**config.mk**
```make
export PLATFORM = sky130hd
export DESIGN_NAME = cpu_program_loader
export DESIGN_NICKNAME = d
export VERILOG_FILES = /design/src/rtl/cpu_program_loader.sv
export SDC_FILE = /design/constraint.sdc
export NUM_CORES = 1
export LEC_CHECK = 0
export CORE_ASPECT_RATIO = 0.6
export CORE_UTILIZATION = 30
export DETAILED_ROUTE_END_ITERATION = 10
export SYNTH_ARGS = -nofsm -noshare
export SYNTH_HDL_FRONTEND = slang
export SYNTH_SLANG_ARGS = --single-unit
```
**constraint.sdc**
```tcl
create_clock -name clk -period 2.7 [get_ports clk]
set_clock_uncertainty 0.15 [all_clocks]
set_input_delay 0.405 -clock clk [delete_from_list [all_inputs] [get_ports clk]]
set_output_delay 0.405 -clock clk [all_outputs]
set_load 0.02 [all_outputs]
```
**src/rtl/cpu_program_loader.sv**
```systemverilog
// Boot/reload sequencer: takes a length-prefixed byte stream from a host and writes it
// into CPU instruction memory, holding the CPU in reset until the image is complete.
module cpu_program_loader #(
    parameter int unsigned ADDR_W     = 8,
    parameter int unsigned MEM_DEPTH  = 256,
    parameter int unsigned RST_CYCLES = 2,
    parameter int unsigned TIMEOUT    = 1024
) (
    input  logic              clk,
    input  logic              reset,
    input  logic              start,
    input  logic              in_valid,
    input  logic [7:0]        in_data,
    output logic              in_ready,
    output logic              ins_write,
    output logic [ADDR_W-1:0] ins_addr,
    output logic [7:0]        instruction_write_data,
    output logic              cpu_reset,
    output logic              ins_read,
    output logic              busy,
    output logic              done,
    output logic              err
);
    localparam int unsigned TO_W = $clog2(TIMEOUT + 1);
    localparam int unsigned HC_W = $clog2(RST_CYCLES + 1);

    typedef enum logic [2:0] {IDLE, LEN, LOAD, HOLD, RUN} state_t;

    state_t            state, state_nxt;
    logic [8:0]        remain;
    logic [ADDR_W-1:0] idx;
    logic [TO_W-1:0]   to_cnt;
    logic [HC_W-1:0]   hold_cnt;
    logic              accept, len_bad, last_byte, to_expire, hold_end;

    assign in_ready  = (state == LEN) || (state == LOAD);
    assign busy      = in_ready || (state == HOLD);
    assign cpu_reset = (state != RUN);
    assign ins_read  = (state == RUN);

    assign accept    = in_valid && in_ready;
    assign len_bad   = (in_data == 8'd0) || ({24'd0, in_data} > 32'(MEM_DEPTH));
    assign last_byte = (remain == 9'd1);
    // Expires at the end of the TIMEOUT-th consecutive cycle without an accept.
    assign to_expire = !accept && (to_cnt == TO_W'(TIMEOUT - 1));
    assign hold_end  = (hold_cnt == HC_W'(RST_CYCLES - 1));

    always_ff @(posedge clk) begin
        if (reset) state <= IDLE;
        else       state <= state_nxt;
    end

    always_comb begin
        state_nxt = state;
        case (state)
            IDLE: if (start) state_nxt = LEN;
            LEN: begin
                if (accept)         state_nxt = len_bad ? IDLE : LOAD;
                else if (to_expire) state_nxt = IDLE;
            end
            LOAD: begin
                if (accept && last_byte) state_nxt = HOLD;
                else if (to_expire)      state_nxt = IDLE;
            end
            HOLD: if (hold_end) state_nxt = RUN;
            RUN:  if (start) state_nxt = LEN;
            default: state_nxt = IDLE;
        endcase
    end

    always_ff @(posedge clk) begin
        if (reset) begin
            ins_write              <= 1'b0;
            ins_addr               <= '0;
            instruction_write_data <= 8'd0;
            done                   <= 1'b0;
            err                    <= 1'b0;
            remain                 <= 9'd0;
            idx                    <= '0;
            to_cnt                 <= '0;
            hold_cnt               <= '0;
        end else begin
            ins_write <= (state == LOAD) && accept;
            done      <= (state == HOLD) && hold_end;

            if ((state == LEN) && accept) begin
                remain <= {1'b0, in_data};
                idx    <= '0;
            end
            // The write lands one cycle after the accept; address only moves on writes.
            if ((state == LOAD) && accept) begin
                ins_addr               <= idx;
                instruction_write_data <= in_data;
                idx                    <= idx + ADDR_W'(1);
                remain                 <= remain - 9'd1;
            end

            if ((state_nxt != state) || accept) to_cnt <= '0;
            else if (in_ready)                  to_cnt <= to_cnt + TO_W'(1);

            if (state == HOLD) hold_cnt <= hold_cnt + HC_W'(1);
            else               hold_cnt <= '0;

            if (((state == IDLE) || (state == RUN)) && start)
                err <= 1'b0;
            else if (((state == LEN) && accept && len_bad) || (in_ready && to_expire))
                err <= 1'b1;
        end
    end
endmodule

```
==> flow_summary.ini, run 1 <==
[run_status]
run_status = completed

[clock_tree]
cts.sinks = 52
cts_resized = 0
cts_post_setup_buffers_inserted = 0
htree_num_levels = 2
ctsLongestPathBuffers = 2
cts-hold-fix-buffers = 0
clk_latency_ps = 290
clock_pin_slew_on_the_worst_setup_and_hold_paths_ps = 60
cts-buffers-inserted = 5
root_buffer = sky130_fd_sc_hd__clkbuf_16
tritoncts = done

[worst_setup_path]
worstSetupStartpoint = state[0]
cp_data_required_time_ps = 2140
slowest_stage = sky130_fd_sc_hd__clkdlybuf4s50_1
crit_path_max_incr_delay_ps = 590
worst_r2r_startpoint = state[0]
crit_path_max_fanout = 8
endpoint = ins_read
critical_path_class = register to primary output
setup.worst_path.end_class = primary output
timing.critical_path.arrival_ps = 1890
critical_path.cell_chain = nor2_1 -> nand2_1 -> inv_1 -> clkdlybuf4s50_1
worst-path-buf-inv = 2
flop2flop_setup_slack_ps = 470
worstSetupPathDepth = 4
rr_worst_depth = 7
critical_path.startpoint_type = register
worst_r2r_endpoint = to_cnt[9]
crit_family = buffers and inverters

[routing]
viasPerCell = 5.04
detail_route.iter0.violations = 169
drc = 0
ant_nets = 0
routed_wirelength_mm = 6.11
detail_route.wl_per_cell_um = 13.5
drtPass1Iterations = 5
route.vias.total = 2287

[placement]
hpwl_mm = 4.48
pre_cts_slack_ps = 157
gpl.final_weighted_congestion = 0.832
portBuffers = 34

[finish]
layout-drive-gt1-share_pct = 7.80
antenna_cells_inserted = 0
area_growth_pct = 27.4
final_net_count = 362

[sta]
timing.slew.headroom_pct = 50.1
tightest_slew_ps = 742
timing.final.setup_violations = 0
timing.final.hold_violations = 0
timing.final.crit_share_pct = 90.6
rsz_0062_raised_after_global_routing = no
fmaxAchievable_mhz = 409
setup_slack_ps = 253
slew_violations = 0
setup-tns-final_ps = 0
finalWorstPathRequiredPeriod_ps = 2450

[synth]
synth-seq-area-share_pct = 42.4
synth_most_common_cell = sky130_fd_sc_hd__dfxtp_1
synth_top_area_share_pct = 42.4
asyncSetResetFlopFracSynth_pct = 0
ys_warn_count = 0
syn_nets = 323
synthTopCellsByArea = sky130_fd_sc_hd__dfxtp_1, sky130_fd_sc_hd__nand2_1, sky130_fd_sc_hd__a21oi_1, sky130_fd_sc_hd__nor2_1, sky130_fd_sc_hd__xor2_1
synth_commonest_cells = sky130_fd_sc_hd__dfxtp_1, sky130_fd_sc_hd__nand2_1, sky130_fd_sc_hd__a21oi_1
synth-edff-count = 0
synth_top_area_cell = sky130_fd_sc_hd__dfxtp_1
synth.distinct_cells = 47
synth-main-ff-cell = sky130_fd_sc_hd__dfxtp_1
post_synthesis_cell_area_sq_um = 2460
postSynthRegisterBits = 52
syn-instance-count = 306
synthesis.area_per_instance_sq_um = 8.03

[floorplan]
floorplan.initialDensity_pct = 31.1
floorplan.die.width_um = 119
io_pins = 35
fp.dieH_um = 72.1
area_of_the_core_sq_um = 7910
design.die.area_sq_um = 8570
num_rows = 25

[worst_hold_path]
worst_hold_path_type = register to register

[global_routing]
antenna_violations_before_repair = 0
overflow = 0
grt_pass1_wl_mm = 10.2
first_global_vias = 2008
grt_max_degree = 25
globalRouteTotalUtil_pct = 15.3

[power_and_ir_drop]
p_per_area_nw_per_um2 = 573
vdd_drop_max_uv = 240
total_leakage_power_uw = 0.00109

[flow_run]
cap_viol_max_count = 0
[metrics by stage]
| stage | hold WS [ps] | instance area, sq um | instances | total power, uW | utilization (%) |
|---|---|---|---|---|---|
| after floorplan | 247 | 2460 | 306 | 1000 | - |
| after global placement | 257 | 2970 | 446 | 1100 | 37.5 |
| after detailed placement | 267 | 2970 | 446 | 1100 | 37.5 |
| after CTS | 281 | 3130 | 454 | 1820 | 39.6 |
| after global routing | 295 | 3130 | 454 | 1890 | 39.6 |
| final | 280 | 3130 | 454 | 1800 | 39.6 |
[sequential cells by signal (all words and copies together) (netlist names)]
register,flops
done,1
ins_addr,8
remain,9
idx,8
hold_cnt,2
state,3
instruction_write_data,8
to_cnt,11
err,1
ins_write,1
[worst min-delay path by stage]
stage / from / endpoint / slack (ps) / cells past startpoint
after floorplan: hold_cnt[0] / hold_cnt[0] / 250 / 1
after global placement: hold_cnt[0] / hold_cnt[0] / 260 / 1
after detailed placement: hold_cnt[0] / hold_cnt[0] / 270 / 1
after CTS: hold_cnt[0] / hold_cnt[0] / 280 / 1
after global routing: hold_cnt[0] / hold_cnt[0] / 300 / 1
final: hold_cnt[0] / hold_cnt[0] / 280 / 1
[logic make-up (layout without fill, tap and decap cells)]
family	Yosys count	in the layout	share of synthesized area (%)
AND/OR/NAND/NOR	141	141	27.7
AO/OA/AOI/OAI	65	65	15.9
flip-flops	52	52	42.4
buffers and inverters	24	64	4.53
XOR/XNOR	17	17	6.06
adder cells (fa/ha/maj)	5	5	2.55
multiplexers	2	2	0.815
[placed cells by master, fill, tap and decap left out, types with 3 or more instances in the layout]
cell type                         synthesis  layout
sky130_fd_sc_hd__nand3_1                  9       9
sky130_fd_sc_hd__ha_1                     5       5
sky130_fd_sc_hd__nand2b_1                 4       4
sky130_fd_sc_hd__xor2_1                  10      10
sky130_fd_sc_hd__nand4_1                  4       4
sky130_fd_sc_hd__o21ai_0                 11      11
sky130_fd_sc_hd__inv_1                    9       9
sky130_fd_sc_hd__buf_4                    1      13
sky130_fd_sc_hd__nor3_1                  16      16
sky130_fd_sc_hd__dfxtp_1                 52      52
sky130_fd_sc_hd__xnor2_1                  7       7
sky130_fd_sc_hd__nor2_1                  32      32
sky130_fd_sc_hd__nor4_1                   4       4
sky130_fd_sc_hd__a22oi_1                  3       3
sky130_fd_sc_hd__a21oi_1                 35      35
sky130_fd_sc_hd__clkbuf_16                0       5
sky130_fd_sc_hd__and3_1                   4       4
sky130_fd_sc_hd__clkdlybuf4s50_1          0      34
sky130_fd_sc_hd__nand2_1                 51      51
[cell type report]
type / instances / area (sq um)
clock buffer: 6 / 129
clock inverter: 2 / 35.0
fill: 820 / 4780
inverter: 9 / 33.8
multi-input combinational: 230 / 1320
sequential: 52 / 1040
tap: 108 / 135
timing repair buffer: 47 / 438
[power by group]
part           total [uW]  internal [uW]  leakage, uW  switching [uW]
logic                 274            114     0.000589             159
registers             814            788     0.000420            25.8
clock network         708            436    0.0000808             272
[metal layers]
layer | GRT usage [%] | share of wire [%]
met4 | 5.49 | 0.93
met3 | 4.09 | 7.2
met1 | 23.4 | 54
met2 | 19.8 | 37
met5 | 0 | 0
[worst reg2reg max path: cells and delay by family (launching register included)]
kind	cells	cell delay, ps
buffers and inverters	2	450
muxes	1	140
AOI/OAI and AO/OA	2	280
DFF	1	490
and+or+nand+nor	2	640
Power figures use the tool's default switching activity.
==> inputs of run 2 (changes only) <==
CAP_MARGIN = 20   (was unset)
==> results of run 2 <==
Same layout as run 1: the final DEF is identical, and so are final timing and power.
==> inputs of run 3 (changes only) <==
CORE_ASPECT_RATIO = 1.4   (was 0.6)
CORE_UTILIZATION = 54   (was 30)
PLACE_DENSITY = 0.79   (was unset)
==> run 3 against run 2 <==
Clock power decreased by 33%; critical endpoint unchanged; clock-buffer cell count decreased by 1; flip-flop and latch count unchanged; sequential power about the same; largest cell class unchanged; die area decreased by 44%; routed wire length decreased by 7.2%.
==> flow_summary.ini, run 3 (same netlist as run 1, synthesis figures left out) <==
[placement]
portBuffers = 34
gpl.final_weighted_congestion = 0.915
area_after_dpl_sq_um = 2910
hpwl_mm = 4.16
dp.cells = 399

[power_and_ir_drop]
relative_contribution_of_the_clock_network_to_total_power_pct = 30.5
vdd_drop_max_uv = 338
power.sequential.fraction_pct = 52.1
power.internal_uw = 1100
switchingPower_uw = 469
sw_frac_of_total_pct = 29.9
power.combinational.fraction_pct = 17.5
total_leakage_power_uw = 0.00106
p_per_area_nw_per_um2 = 522

[floorplan]
num_rows = 28
floorplan.die.width_um = 59.0
fp.dieH_um = 81.8
io_pins = 35
area_of_the_core_sq_um = 4310
floorplan.initialDensity_pct = 57.0
design.die.area_sq_um = 4830

[sta]
timing.final.setup_violations = 0
slew_violations = 0
rsz_0062_raised_after_global_routing = no
tightest_slew_ps = 732
fmaxAchievable_mhz = 397
timing.final.hold_violations = 0
setup-tns-final_ps = 0
timing.slew.headroom_pct = 50.7
timing.final.crit_share_pct = 93.3
finalWorstPathRequiredPeriod_ps = 2520

[global_routing]
antenna_violations_before_repair = 0
first_global_vias = 2118
overflow = 0
grt_max_degree = 22
globalRouteTotalUtil_pct = 25.5
grt_pass1_wl_mm = 9.48

[clock_tree]
clock_pin_slew_on_the_worst_setup_and_hold_paths_ps = 100
ctsLongestPathBuffers = 2
htree_num_levels = 2
root_buffer = sky130_fd_sc_hd__clkbuf_8
cts-buffers-inserted = 5
cts_post_setup_buffers_inserted = 0
cts.sinks = 52
clk_latency_ps = 320
cts_resized = 0
tritoncts = done
cts-hold-fix-buffers = 0

[worst_setup_path]
critical_path_class = register to primary output
crit_path_max_fanout = 14
flop2flop_setup_slack_ps = 520
timing.critical_path.arrival_ps = 1960
critical_path.startpoint_type = register
setup.worst_path.end_class = primary output
cp_data_required_time_ps = 2140

[routing]
drtPass1Iterations = 5
routed_wirelength_mm = 5.67
ant_nets = 0
detail_route.wl_per_cell_um = 13.9
route.vias.total = 2306
viasPerCell = 5.67
drc = 0
detail_route.iter0.violations = 122

[flow_run]
cap_viol_max_count = 0

[finish]
largestRegisters = to_cnt x11, remain x9
multi_input_area_sq_um = 1310
final_area_sq_um = 3000
final_net_count = 363
instances_no_fill = 407
fillers = 372
seqCellArea_sq_um = 1040
antenna_cells_inserted = 0
area_growth_pct = 22.2
layout-drive-gt1-share_pct = 8.36
largest-register = to_cnt
layout.cells.most_common = sky130_fd_sc_hd__dfxtp_1
leading_cell_types_in_the_layout_fill_and_taps_excluded = sky130_fd_sc_hd__dfxtp_1, sky130_fd_sc_hd__nand2_1, sky130_fd_sc_hd__a21oi_1, sky130_fd_sc_hd__clkdlybuf4s50_1, sky130_fd_sc_hd__nor2_1
largest_register_ff_count = 11

[worst_hold_path]
worst_hold_path_type = register to register

[run_status]
run_status = completed
-- run 3: worst max-delay path, stage by stage (launching register included) --
cell                              delay [ps]
sky130_fd_sc_hd__dfxtp_1                 470
sky130_fd_sc_hd__nor2_1                  340
sky130_fd_sc_hd__nand2_1                 150
sky130_fd_sc_hd__inv_1                    90
sky130_fd_sc_hd__clkdlybuf4s50_1         590
-- run 3: through the flow --
stage	utilization (%)	setup slack, ps	hold slack (ps)	power [uW]
6_report	69.7	182	276	1570
3_3_place_gp	67.5	265	257	1100
3_5_place_dp	67.5	217	265	1100
5_1_grt	69.7	60.2	306	1630
4_1_cts	69.7	190	280	1570
2_1_floorplan	-	717	247	1000
-- run 3: final timing paths --
path                                   from     endpoint  depth (start not counted)
worst min register to register  hold_cnt[0]  hold_cnt[0]                          1
worst max-delay path               state[0]     ins_read                          4
worst min-delay path            hold_cnt[0]  hold_cnt[0]                          1
worst max register to register     state[0]    to_cnt[9]                          6
-- run 3: area by class of cell --
type / instances / share of cell area, %
clock buffer: 5 / 2.29
clock inverter: 3 / 0.917
inverter: 9 / 1.13
multi-input combinational: 230 / 43.7
sequential: 52 / 34.7
tap: 60 / 2.50
timing repair buffer: 48 / 14.8
-- run 3: routing by layer --
| metal | vias up | global-route usage (%) | routed length [um] |
|---|---|---|---|
| met5 | - | 0 | 0 |
| met3 | 20 | 3.78 | 258 |
| met2 | 69 | 45.6 | 2920 |
| met1 | 1078 | 28.5 | 2280 |
| met4 | 0 | 14.5 | 208 |
| li1 | 1139 | - | - |
-- run 3: power groups by stage --
stage | Sequential [uW] | Clock, uW | Combinational, uW
finish | 816 | 477 | 274
floorplan | 826 | 0 | 175
global placement | 832 | 0 | 265
global route | 820 | 510 | 299
CTS | 815 | 485 | 273
detailed placement | 833 | 0 | 270
